[src/rtl/signmag_decoder.sv]
// Bit-serial two's-complement to sign-magnitude converter.
// One operand bit is processed per clock, LSB first.
module signmag_decoder #(
    parameter int WIDTH = 8
) (
    input  logic                    clk,
    input  logic                    reset,
    input  logic                    start,
    input  logic signed [WIDTH-1:0] a_in,
    output logic                    busy,
    output logic                    done,
    output logic                    sign,
    output logic        [WIDTH-1:0] mag
);

    localparam int CNT_W = $clog2(WIDTH);

    localparam logic [1:0] S_IDLE  = 2'd0;
    localparam logic [1:0] S_SHIFT = 2'd1;
    localparam logic [1:0] S_DONE  = 2'd2;

    logic [1:0]       state;
    logic [WIDTH-1:0] shreg;
    logic [WIDTH-1:0] result;
    logic [CNT_W-1:0] cnt;
    logic             pend_sign;
    logic             seen_one;

    logic             accept;
    logic             obit;
    logic             last_bit;
    logic [WIDTH-1:0] result_next;

    // Serial negation: copy bits up to and including the first 1, then invert.
    function automatic logic serial_bit(input logic b, input logic neg, input logic seen);
        return (neg && seen) ? ~b : b;
    endfunction

    assign accept      = start && ((state == S_IDLE) || (state == S_DONE));
    assign obit        = serial_bit(shreg[0], pend_sign, seen_one);
    assign last_bit    = (cnt == CNT_W'(WIDTH - 1));
    assign result_next = {obit, result[WIDTH-1:1]};

    assign busy = (state == S_SHIFT);
    assign done = (state == S_DONE);

    always_ff @(posedge clk or posedge reset) begin
        if (reset) begin
            state     <= S_IDLE;
            shreg     <= '0;
            result    <= '0;
            cnt       <= '0;
            pend_sign <= 1'b0;
            seen_one  <= 1'b0;
            sign      <= 1'b0;
            mag       <= '0;
        end else begin
            case (state)
                S_IDLE, S_DONE: begin
                    if (accept) begin
                        state     <= S_SHIFT;
                        shreg     <= a_in;
                        pend_sign <= a_in[WIDTH-1];
                        cnt       <= '0;
                        seen_one  <= 1'b0;
                    end else begin
                        state     <= S_IDLE;
                    end
                end
                S_SHIFT: begin
                    shreg  <= shreg >> 1;
                    result <= result_next;
                    cnt    <= cnt + CNT_W'(1);
                    if (pend_sign && shreg[0])
                        seen_one <= 1'b1;
                    // Outputs change only on the edge that completes the last bit.
                    if (last_bit) begin
                        state <= S_DONE;
                        sign  <= pend_sign;
                        mag   <= result_next;
                    end
                end
                default: state <= S_IDLE;
            endcase
        end
    end

endmodule

[config.mk]
export PLATFORM = sky130hd
export DESIGN_NAME = signmag_decoder
export DESIGN_NICKNAME = d
export VERILOG_FILES = /design/src/rtl/signmag_decoder.sv
export SDC_FILE = /design/constraint.sdc
export NUM_CORES = 1
export LEC_CHECK = 0
export CAP_MARGIN = 10
export CORE_UTILIZATION = 40
export DETAILED_ROUTE_END_ITERATION = 7
export GPL_ROUTABILITY_DRIVEN = 0
export MAX_ROUTING_LAYER = met4
export PLACE_DENSITY = 0.68
export SETUP_SLACK_MARGIN = 0.4
export SYNTH_ARGS = -nofsm -noshare
export SYNTH_HDL_FRONTEND = slang
export SYNTH_SLANG_ARGS = --single-unit
[constraint.sdc]
create_clock -name clk -period 1.7 [get_ports clk]
set_clock_uncertainty 0.05 [all_clocks]
set_input_delay 0.255 -clock clk [delete_from_list [all_inputs] [get_ports clk]]
set_output_delay 0.255 -clock clk [all_outputs]
set_load 0.02 [all_outputs]
==> out/qor.txt, run 1 <==
Commonest cells after routing, fill and taps aside = sky130_fd_sc_hd__nand2_1, sky130_fd_sc_hd__dfrtp_1, sky130_fd_sc_hd__buf_4
CTS HTree Levels = 2
GR Layer Usage met1 = 0.1966
CTS Hold Buffers Added = 0
Area growth from synthesis to layout = 33.11%
Worst supply voltage drop on vdd = 1.170 mV
Post-layout total power = 3.409 mW
Max Fanout on Critical Path = 5
Count of final setup violators = 0
Worst setup EP type = register
Site Rows = 20
Worst slew margin = 0.7429
RSZ-0062 raised after global routing = yes
Hold_ws = 0.2547 ns
Clock edge transition at the registers on the reported setup and hold paths = 0.11 ns
Final core utilization = 0.5671
Hold Violations, Final = 0
Overflow left after global routing = 0
Cells after DPL = 181
Number of synthesized register bits = 31
Critical path class = register to register
Cts bufs inserted = 5
Drt drc = 0
Status = completed
Buffer type at the clock tree root = sky130_fd_sc_hd__clkbuf_4
Instance area after placement = 1574 µm²
Number of vias per cell after detailed routing = 4.805
Maximum number of pins on one net before global-route repair = 32
Die ar. = 3511 µm²
Final non-filler cell total = 200
Final TNS setup = 0 ns
Share of layout cells above drive strength 1 = 0.3333
Busiest metal layer after global routing = met2
Startpoint type of the worst setup path = register
Post-Place Worst Slack = 0.1561 ns
Maximum capacitance violations = 0
Synthesis Warnings = 0
Fill cell count = 294
Max clock buf depth = 2
Length of the first detailed-routing pass in iterations = 6
Routed wire length = 2606 µm
Cell area after layout = 1745 µm²
Count of mapped cells out of synthesis = 119
Power per cell area = 1953 nW/µm²
Worst Path Required = 1.86 ns
Width of the chip = 59.26 µm
Synthesized area per cell = 11.02 µm²
Highest clock frequency the design can meet = 0.7121 GHz
Standby leakage power = 0.8900 nW
Most common cell after layout, fill and taps aside = sky130_fd_sc_hd__nand2_1
Diode count = 0
Number of routed nets with antenna violations = 0
Violation count after the first detailed-routing iteration = 21
Vias in the first global route = 957
Seq/Total Area, Yosys = 0.5916
Time the worst path needs with I/O delays and setup = 1.404 ns
Top Ports = 22
Net count of the finished layout = 168
TritonCTS clock tree = done
Core region area = 3078 µm²
Least-Margin Pin Slew = 0.3856 ns
Data arrival time of the critical path = 1.57 ns
Wirelength per Cell = 13.03 µm
Global Route met2 Usage = 0.2681
Met3 capacity usage during global routing = 0.05895
HP Class = primary input to async pin
Number of vias after detailed routing = 961
Clk Latency, worst-skew pair = 0.33 ns
Final critical-path setup slack = 0.2956 ns
Global-route wire length before repair = 4126 µm
Antenna violations before repair = 0
Number of unique standard cell types used by synthesis = 23
Nets in the synthesized netlist = 132
Number of clock sinks seen by CTS = 31
Chip Height = 59.26 µm
Combined area of all synthesized cells = 1311 µm²
Effective utilization at floorplan = 0.4260
DP Wirelength = 1512 µm
Buffers added on ports = 21
GR Util All Layers = 0.1671
Period Utilization, post-route = 0.8261
Pins Over Slew Limit = 0
where the power goes:
group          internal (mW)  leakage (nW)  switching (mW)
clock                  0.348        0.0482           0.259
sequential              1.09         0.372           0.224
combinational          0.722         0.470           0.764
total                   2.16         0.890            1.25
synthesized netlist by cell type (all sizes together):
cell,number,area [µm²]
nand2b,2,15.02
inv,3,11.26
o21ai,4,20.01
nand3b,1,11.26
xor2,1,8.760
dfrtp,31,775.7
and2b,1,7.510
a32o,1,10.01
nor2b,1,6.260
nand3,1,5.000
nand2,38,142.6
nor2,8,30.03
ha,2,25.02
a31oi,7,43.79
a22o,3,26.28
mux2,8,116.4
buf,7,56.30
worst max-delay path, cell delays in order (launching register included):
cell	delay [ns]
sky130_fd_sc_hd__dfrtp_1	0.41
sky130_fd_sc_hd__ha_2	0.20
sky130_fd_sc_hd__ha_4	0.18
sky130_fd_sc_hd__nand3b_4	0.14
sky130_fd_sc_hd__mux2_4	0.31
registers in the layout, summed over array words and instances (netlist names):
signal,cells
seen_one,1
result,7
state,2
sign,1
cnt,3
pend_sign,1
mag,8
shreg,8
layer usage:
metal  routed length [µm]  part of all wire
met4                    0                 0
met5                    0                 0
met1                 1172              0.45
met2                 1307              0.50
met3                  127             0.049
area by class of cell:
cell class | instances | area (µm²) | area share
Clock inverter | 2 | 35.03 | 0.02007
Inverter | 3 | 11.26 | 0.006452
Sequential cell | 31 | 777.0 | 0.4452
Multi-Input combinational cell | 79 | 541.8 | 0.3104
Tap cell | 44 | 55.05 | 0.03154
Timing Repair Buffer | 35 | 274.0 | 0.1570
Clock buffer | 6 | 51.30 | 0.02939
path summary, 6_finish.rpt:
kind | start | slack [ns] | endpoint | cells past startpoint
setup / recovery | cnt[1] | 0.30 | mag[4] | 4
hold / removal | reset | 0.25 | result[3] | 3
setup reg to reg | cnt[1] | 0.30 | mag[4] | 4
hold reg to reg | result[1] | 0.44 | result[1] | 2
max in group asynchronous | reset | 1.04 | state[0] | 3
min in group clk | a_in[3] | 0.44 | shreg[3] | 3
kinds of logic (layout without fill, tap and decap cells):
logic type	count (synthesis)	count (layout)	synth area share
adder cells (fa/ha/maj)	2	2	0.01908
multiplexers	8	8	0.08874
flip-flops	31	31	0.5916
XOR/XNOR	1	1	0.006681
AND/OR/NAND/NOR	52	53	0.1660
buffers and inverters	10	46	0.05152
AO/OA/AOI/OAI	15	15	0.07633
repair_timing:
action | in CTS | in global routing
pin swaps | 3 | 3
endpoints found under the setup margin | 20 | 27
gates resized for setup | 47 | 14
gates cloned | 1 | 1
setup buffers | 7 | 2
Note: power is estimated with default switching activity, not from simulation.
==> inputs of run 2 (changes only) <==
--- a/config.mk
+++ b/config.mk
@@ -10,7 +10,7 @@
 export DETAILED_ROUTE_END_ITERATION = 7
 export GPL_ROUTABILITY_DRIVEN = 0
 export MAX_ROUTING_LAYER = met4
-export PLACE_DENSITY = 0.68
+export PLACE_DENSITY = 0.7
 export SETUP_SLACK_MARGIN = 0.4
 export SYNTH_ARGS = -nofsm -noshare
 export SYNTH_HDL_FRONTEND = slang
==> constraint.sdc (replaced) <==
create_clock -name clk -period 1.2 [get_ports clk]
set_clock_uncertainty 0.05 [all_clocks]
set_input_delay 0.18 -clock clk [delete_from_list [all_inputs] [get_ports clk]]
set_output_delay 0.18 -clock clk [all_outputs]
set_load 0.02 [all_outputs]
==> out/qor.txt, run 2 (synthesis results as in run 1) <==
Cell area after layout = 2106 µm² (+21%)
Sequential cell area = 777.0 µm² (unchanged)
Startpoint type of the worst setup path = register
Buffer type at the clock tree root = sky130_fd_sc_hd__clkbuf_4
Fill cell count = 247 (-16%)
Pins Over Slew Limit = 0 (unchanged)
Post-layout total power = 5.914 mW (+73%)
Effective utilization at floorplan = 0.4260 (unchanged)
Clock edge transition at the registers on the reported setup and hold paths = 0.11 ns (about the same)
Final core utilization = 0.6841 (+0.1171)
Period Utilization, post-route = 1.140 (+0.3142)
Failing checks = setup timing
Cts bufs inserted = 5 (unchanged)
Crit. Startpoint = cnt[1]
Width of the chip = 59.26 µm (unchanged)
Worst slew margin = 0.8289 (+0.08599)
Critical Path End = mag[4]
Reg-to-reg critical path startpoint = cnt[1]
CTS HTree Levels = 2 (unchanged)
Worst Path Required = 1.38 ns (-0.48 ns)
Critical path class = register to register
Top Ports = 22 (unchanged)
Site Rows = 20 (unchanged)
Crit path depth = 4 (unchanged)
Core region area = 3078 µm² (unchanged)
Net count of the finished layout = 190 (+13%)
Instance area after placement = 1678 µm² (+6.6%)
Critical path buffer and inverter count = 0 (unchanged)
Worst supply voltage drop on vdd = 1.073 mV (-8.3%)
Vias in the first global route = 1095 (+14%)
Die ar. = 3511 µm² (unchanged)
FF-to-FF path depth = 4 (unchanged)
Status = finished with violations
Cells after DPL = 189 (+4.4%)
Top Registers = mag x8, shreg x8, result x7
Drt drc = 0 (unchanged)
Buffers added on ports = 21 (unchanged)
Overflow left after global routing = 0 (unchanged)
Power per cell area = 2808 nW/µm² (+44%)
Routed wire length = 3078 µm (+18%)
Maximum capacitance violations = 0 (unchanged)
DP Wirelength = 1578 µm (+4.3%)
Standby leakage power = 1.043 nW (+17%)
Clk Latency, worst-skew pair = 0.34 ns (about the same)
Global-route wire length before repair = 4885 µm (+18%)
Diode count = 0 (unchanged)
Crit path max-delay cell type = sky130_fd_sc_hd__dfrtp_1
Max clock buf depth = 2 (unchanged)
RSZ-0062 raised after global routing = yes
TritonCTS clock tree = done
Final critical-path setup slack = -0.1683 ns (-0.4640 ns)
HP Class = primary input to async pin
Number of clock sinks seen by CTS = 31 (unchanged)
Hold Violations, Final = 0 (unchanged)
Commonest cells after routing, fill and taps aside = sky130_fd_sc_hd__dfrtp_1, sky130_fd_sc_hd__nand2_1, sky130_fd_sc_hd__buf_6
Count of final setup violators = 27 (+27)
Most common cell after layout, fill and taps aside = sky130_fd_sc_hd__dfrtp_1
Setup slack, reg-to-reg = -0.17 ns (-0.46 ns)
Maximum number of pins on one net before global-route repair = 32 (unchanged)
Number of vias after detailed routing = 1091 (+14%)
Delay of the slowest cell on the worst path = 0.39 ns (-0.02 ns)
Worst setup EP type = register
Wirelength per Cell = 13.93 µm (+6.9%)
Hold_ws = 0.1685 ns (-0.08628 ns)
Max Fanout on Critical Path = 5 (unchanged)
Violation count after the first detailed-routing iteration = 11 (-48%)
Area of the multi-input gates = 599.3 µm² (+11%)
Highest clock frequency the design can meet = 0.7308 GHz (+2.6%)
Delay-heaviest family, CP = flip-flops
CTS Hold Buffers Added = 0 (unchanged)
Number of routed nets with antenna violations = 0 (unchanged)
Data arrival time of the critical path = 1.55 ns (-0.02 ns)
Least-Margin Pin Slew = 0.2558 ns (-0.1298 ns)
Reg2Reg Capture Point = mag[4]
Final non-filler cell total = 221 (+11%)
GR Util All Layers = 0.2015 (+0.03440)
Time the worst path needs with I/O delays and setup = 1.368 ns (-0.03604 ns)
Antenna violations before repair = 0 (unchanged)
Worst-path cell chain = ha_2 > ha_4 > nand3b_4 > mux2_4
Length of the first detailed-routing pass in iterations = 4 (-2)
Chip Height = 59.26 µm (unchanged)
Number of vias per cell after detailed routing = 4.937 (+2.7%)
Share of layout cells above drive strength 1 = 0.5141 (+0.1808)
Area growth from synthesis to layout = 60.59%
==> run 2: cell count changes in the layout (fill, tap and decap cells not counted), sizes merged <==
cell / before / now
nand2b: 2 / 3
bufinv: 1 / 0
buf: 25 / 46
clkinvlp: 0 / 1
inv: 3 / 2
==> run 2: tightest hold or removal path: stages <==
cell and delay (ns):
sky130_fd_sc_hd__clkdlybuf4s50_1 0.45, sky130_fd_sc_hd__clkinvlp_4 0.11, sky130_fd_sc_hd__buf_12 0.19
==> run 2: worst min-delay path by stage <==
stage	start	end	slack [ns]	cells after the start
after floorplan	reset	cnt[0]	0.05	1
after global placement	result[1]	result[1]	0.41	2
after detailed placement	mag[7]	mag[7]	0.43	2
after CTS	reset	result[1]	0.16	3
after global routing	reset	result[1]	0.18	3
final	reset	result[1]	0.17	3
==> run 2: power breakdown <==
group	internal (mW)	switching, mW
Clock	0.271	0.364
Sequential	1.55	0.381
Combinational	1.99	1.36
==> run 2: final cells by class <==
| type | count | share of cell area |
|---|---|---|
| inverter | 3 | 0.008318 |
| clock buffer | 6 | 0.02436 |
| timing repair buffer | 56 | 0.2852 |
| tap | 44 | 0.02614 |
| clock inverter | 1 | 0.002377 |
| sequential | 31 | 0.3690 |
| multi-input combinational | 80 | 0.2846 |
==> run 2: per-stage QoR <==
step / setup TNS [ns] / worst slack, ns
after floorplan: -1.375 / -0.1853
after global placement: -3.709 / -0.2179
after detailed placement: -4.282 / -0.2628
after CTS: -2.363 / -0.1879
after global routing: -4.058 / -0.2097
final: -2.705 / -0.1683
==> run 2: repair_timing <==
item,CTS,global route
gates cloned,3,1
buffers inserted,13,8
pin swaps,7,18
hold endpoints to repair,0,0
gates resized for setup,91,13
setup endpoints to repair,42,42
==> run 2: per-layer routing <==
metal / share of wire / wire (µm) / GRT usage
met5: 0 / 0 / -
met4: 0.026 / 80 / 0.1122
met3: 0.049 / 150 / 0.04803
met2: 0.54 / 1675 / 0.3419
met1: 0.38 / 1171 / 0.2146
==> inputs of run 3 (changes only) <==
--- a/config.mk
+++ b/config.mk
@@ -5,12 +5,13 @@
 export SDC_FILE = /design/constraint.sdc
 export NUM_CORES = 1
 export LEC_CHECK = 0
-export CAP_MARGIN = 10
+export CAP_MARGIN = 25
 export CORE_UTILIZATION = 40
 export DETAILED_ROUTE_END_ITERATION = 7
 export GPL_ROUTABILITY_DRIVEN = 0
 export MAX_ROUTING_LAYER = met4
 export PLACE_DENSITY = 0.7
+export RECOVER_POWER = 25
 export SETUP_SLACK_MARGIN = 0.4
 export SYNTH_ARGS = -nofsm -noshare
 export SYNTH_HDL_FRONTEND = slang
==> out/qor.txt, run 3 (synthesis results as in run 1) <==
Launch point of the worst hold path = a_in[4]
Routed wire length = 3073 µm (-0.16%)
Max Fanout on Critical Path = 5 (unchanged)
Crit path max-delay cell type = sky130_fd_sc_hd__dfrtp_1
Number of routed nets with antenna violations = 0 (unchanged)
Violation count after the first detailed-routing iteration = 11 (unchanged)
Worst Path Required = 1.38 ns (about the same)
Area growth from synthesis to layout = 59.45%
Cts bufs inserted = 5 (unchanged)
Maximum capacitance violations = 0 (unchanged)
Instance area after placement = 1678 µm² (unchanged)
HP Class = primary input to register
Width of the chip = 59.26 µm (unchanged)
Top Registers = mag x8, shreg x8, result x7
Failing checks = setup timing
Post-layout total power = 5.906 mW (-0.13%)
Post-Place Worst Slack = -0.2628 ns (unchanged)
Clk Latency, worst-skew pair = 0.34 ns (about the same)
Delay of the slowest cell on the worst path = 0.39 ns (about the same)
Time the worst path needs with I/O delays and setup = 1.368 ns (unchanged)
Wirelength per Cell = 13.90 µm (-0.16%)
CTS Hold Buffers Added = 0 (unchanged)
GR Util All Layers = 0.2015 (unchanged)
Chip Height = 59.26 µm (unchanged)
Number of vias per cell after detailed routing = 4.937 (unchanged)
Critical path buffer and inverter count = 0 (unchanged)
Commonest cells after routing, fill and taps aside = sky130_fd_sc_hd__dfrtp_1, sky130_fd_sc_hd__nand2_1, sky130_fd_sc_hd__buf_6
Core region area = 3078 µm² (unchanged)
Worst setup EP type = register
Die ar. = 3511 µm² (unchanged)
Power per cell area = 2825 nW/µm² (+0.59%)
Number of clock sinks seen by CTS = 31 (unchanged)
Cell area after layout = 2091 µm² (-0.71%)
Count of final setup violators = 27 (unchanged)
Cells after DPL = 189 (unchanged)
Pins Over Slew Limit = 0 (unchanged)
Number of vias after detailed routing = 1091 (unchanged)
Most common cell after layout, fill and taps aside = sky130_fd_sc_hd__dfrtp_1
Final critical-path setup slack = -0.1683 ns (unchanged)
Share of layout cells above drive strength 1 = 0.5141 (unchanged)
Site Rows = 20 (unchanged)
Clock edge transition at the registers on the reported setup and hold paths = 0.09 ns (-0.02 ns)
Crit. Startpoint = cnt[1]
CTS HTree Levels = 2 (unchanged)
Antenna violations before repair = 0 (unchanged)
Worst supply voltage drop on vdd = 1.072 mV (about the same)
Delay-heaviest family, CP = flip-flops
Standby leakage power = 1.038 nW (-0.48%)
Top Ports = 22 (unchanged)
Status = finished with violations
Worst-path cell chain = ha_2 > ha_4 > nand3b_4 > mux2_4
Hold Violations, Final = 0 (unchanged)
RSZ-0062 raised after global routing = yes
Vias in the first global route = 1095 (unchanged)
Critical path class = register to register
Length of the first detailed-routing pass in iterations = 4 (unchanged)
Highest clock frequency the design can meet = 0.7308 GHz (unchanged)
Drt drc = 0 (unchanged)
Net count of the finished layout = 190 (unchanged)
Data arrival time of the critical path = 1.55 ns (about the same)
Least-Margin Pin Slew = 0.7538 ns (+0.4979 ns)
Reg-to-reg critical path startpoint = cnt[1]
Global-route wire length before repair = 4885 µm (unchanged)
Period Utilization, post-route = 1.140 (unchanged)
Effective utilization at floorplan = 0.4260 (unchanged)
DP Wirelength = 1578 µm (unchanged)
Final non-filler cell total = 221 (unchanged)
Max clock buf depth = 2 (unchanged)
Buffers added on ports = 21 (unchanged)
Startpoint type of the worst setup path = register
Maximum number of pins on one net before global-route repair = 32 (unchanged)
TritonCTS clock tree = done
Buffer type at the clock tree root = sky130_fd_sc_hd__clkbuf_4
Diode count = 0 (unchanged)
Worst slew margin = 0.4975 (-0.3314)
Overflow left after global routing = 0 (unchanged)
==> run 3: changes by cell type in the layout (fill, tap and decap cells not counted) <==
cell,delta
sky130_fd_sc_hd__buf_12,-1
sky130_fd_sc_hd__clkbuf_2,+1
sky130_fd_sc_hd__clkdlybuf4s50_1,-1
sky130_fd_sc_hd__dlygate4sd3_1,+1
==> run 3: stage by stage <==
| step | TNS, ns | utilization | hold WS [ns] |
|---|---|---|---|
| 2_1_floorplan | -1.375 | - | 0.05209 |
| 3_3_place_gp | -3.709 | 0.5451 | 0.4100 |
| 3_5_place_dp | -4.282 | 0.5451 | 0.4302 |
| 4_1_cts | -2.363 | 0.6488 | 0.1608 |
| 5_1_grt | -5.029 | 0.6793 | 0.3649 |
| 6_report | -2.703 | 0.6793 | 0.3645 |
==> run 3: layout make-up <==
cell class,count,area [µm²]
sequential,31,777.0
fill,249,987.2
multi-input combinational,80,599.3
timing repair buffer,56,585.6
clock buffer,6,51.30
clock inverter,1,5.005
inverter,3,17.52
tap,44,55.05
==> run 3: worst paths after layout <==
path,end,slack (ns),cells past startpoint
max,mag[4],-0.17,4
max in group asynchronous,state[0],0.06,3
min in group asynchronous,result[1],0.50,3
max reg2reg,mag[4],-0.17,4
min reg2reg,result[2],0.45,2
min,shreg[4],0.36,3
==> run 3: per-layer routing <==
layer  global-route usage  up-vias  routed length (µm)
met5                    -        -                   0
met4               0.1122        0                  80
met3              0.04803        7                 149
met2               0.3419       34                1674
met1               0.2146      535                1169
li1                     -      515                   -
==> run 3: what timing repair did <==
action | 4_1_cts | 5_1_grt
gates resized for setup | 91 | 13
setup endpoints to repair | 42 | 42
pin swaps | 7 | 18
buffers inserted | 13 | 8
cloned | 3 | 1
==> run 3: worst register-to-register path: stages (launching register included) <==
cell,delay [ns]
sky130_fd_sc_hd__dfrtp_1,0.39
sky130_fd_sc_hd__ha_2,0.20
sky130_fd_sc_hd__ha_4,0.19
sky130_fd_sc_hd__nand3b_4,0.13
sky130_fd_sc_hd__mux2_4,0.31
==> run 3: where the power goes <==
part           switching (mW)  internal [mW]
combinational            1.36           1.98
clock                   0.364          0.271
sequential              0.381           1.55
==> RTL edit: new RTL, settings of run 3 <==
Set the parameter `WIDTH` to 4 (it was 8).
--- a/src/rtl/signmag_decoder.sv
+++ b/src/rtl/signmag_decoder.sv
@@ -3,3 +3,3 @@
 module signmag_decoder #(
-    parameter int WIDTH = 8
+    parameter int WIDTH = 4
 ) (
Interface: changed (resized a_in and mag); port bits go from 22 to 14. No check against the original RTL was run, so the function may have changed too.
==> RTL edit against run 3 <==
The run still ends with setup timing left; largest cell class unchanged; non-clock buffer count is 24 lower; setup slack better by 0.066 ns; count of clock-buffer cells in the layout is 2 lower; wire length is 39% lower; via count is 42% lower; sequential cell count is 13 lower; area after synthesis is 37% lower; power is 40% lower; final area is 39% lower.
==> RTL edit: results (changes against run 3) <==
Slew @ Worst Pin: 0.462 ns (-0.291 ns)
Largest net degree at the start of global routing: 19 (-41%)
# placed instances: 117 (-38%)
Reg2Reg Depth: 3 (-1)
Detailed Route WL: 1880 µm (-39%)
Final setup vio count: 8 (-70%)
CP max-delay cell: dfrtp_2
DR vias/cell: 4.79 (-2.9%)
Vias in the first global route: 558 (-49%)
Total GRT Usage: 0.172 (-0.0300)
CP arrival: 1.07 ns (-0.48 ns)
HP Class: in -> async
Clk power: 0.000391 W (-38%)
Pre-CTS setup slack: -0.207 ns (+0.0559 ns)
Post-CTS sizing: 47 (-48%)
Maximum vdd ir drop: 1690 µV (+58%)
Synth Area in Adders: 0.0152 (-0.00389)
R2r endpoint: cnt[1]
First-pass GRT wire length: 2510 µm (-49%)
Initial DRC Count: 10 (-1)
Sequential-to-total area share from yosys stat: 0.547 (-0.0445)
CP peak stage delay: 0.48 ns (+0.09 ns)
Fillers: 151 (-39%)
Mean area per synthesized cell: 11.6 µm² (+5.2%)
Cell variety after synth: 20 (-13%)
CP Launch Point: state[0]
Status: finished with violations
P_seq: 0.00118 W (-39%)
Setup bufs post-CTS: 4 (-9)
Clk slew on worst S/H paths: 0.11 ns (+0.02 ns)
Xor/xnor share of the synthesized area: 0.0106 (+0.00396)
Clk Latency, worst-skew pair: 0.30 ns (-0.04 ns)
TritonCTS buffer count: 3 (-2)
Leak: 0.614 nW (-41%)
Post-route setup slack: -0.102 ns (+0.0659 ns)
WL/cell: 14.3 µm (+3.0%)
Drt pass-1 iters: 4 (unchanged)
Worst R2R Setup Slack: -0.09 ns (+0.08 ns)
Htree depth: 1 (-1)
Top cells by area, synth: dfrtp_1 55%, mux2_4 9.1%, nand2_1 5.9%, nor2b_1 3.8%, mux2i_1 3.6%
Sum Neg Setup Slack: -0.517 ns (+2.19 ns)
Final net count: 113 (-41%)
Yosys top cell area share: 0.547 (-0.0445)
Multiplexer share of the synthesized area: 0.128 (+0.0389)
Biggest regs: mag: 4 flops, shreg: 4 flops, result: 3 flops
Compound-gate portion of the synthesized area: 0.0881 (+0.0118)
Layout cells sized above 1: 0.567 (+0.0532)
Syn nets: 79 (-40%)
Failing checks: setup timing
## RTL edit: cell count changes after synthesis, sizes merged, moves of 4 or more
cell          run 3  this run
dfrtp            31        18
buf               7         3
a31oi             7         1
nand2            38        13
nor2b             1         5
nor2              8         2
## RTL edit: layout make-up
cell class | count | area, µm² | area share
Inverter | 3 | 16.3 | 0.0127
Tap cell | 27 | 33.8 | 0.0264
Multi-Input combinational cell | 47 | 429 | 0.335
Sequential cell | 18 | 452 | 0.353
Timing Repair Buffer | 32 | 313 | 0.244
Clock buffer | 4 | 36.3 | 0.0283
## RTL edit: worst reg2reg max path, stage by stage, from the launching register on
cell and delay (ns):
dfrtp_1 0.42, ha_4 0.24, mux2_4 0.26, a22o_1 0.21
## RTL edit: logic make-up (layout without fill, tap and decap cells)
family | Yosys count | after routing
AND/OR/NAND/NOR | 25 | 25
AO/OA/AOI/OAI | 12 | 12
flip-flops | 18 | 18
XOR/XNOR | 1 | 1
buffers and inverters | 6 | 39
multiplexers | 8 | 8
adder cells (fa/ha/maj) | 1 | 1
## RTL edit: metrics by stage
| step | hold WS [ns] | total power [W] | area, µm² |
|---|---|---|---|
| after global placement | 0.411 | 0.00257 | 1090 |
| after detailed placement | 0.424 | 0.00261 | 1090 |
| final | 0.362 | 0.00352 | 1280 |
| after floorplan | 0.0685 | 0.00216 | 888 |
| after CTS | 0.155 | 0.00317 | 1180 |
| after global routing | 0.424 | 0.00372 | 1280 |
## RTL edit: metal layers
| layer | GRT usage | vias to the layer above | routed length [µm] |
|---|---|---|---|
| li1 | - | 309 | - |
| met1 | 0.234 | 305 | 797 |
| met2 | 0.255 | 14 | 993 |
| met3 | 0.0231 | 0 | 86 |
| met4 | 0.0686 | 0 | 0 |
| met5 | - | - | 0 |
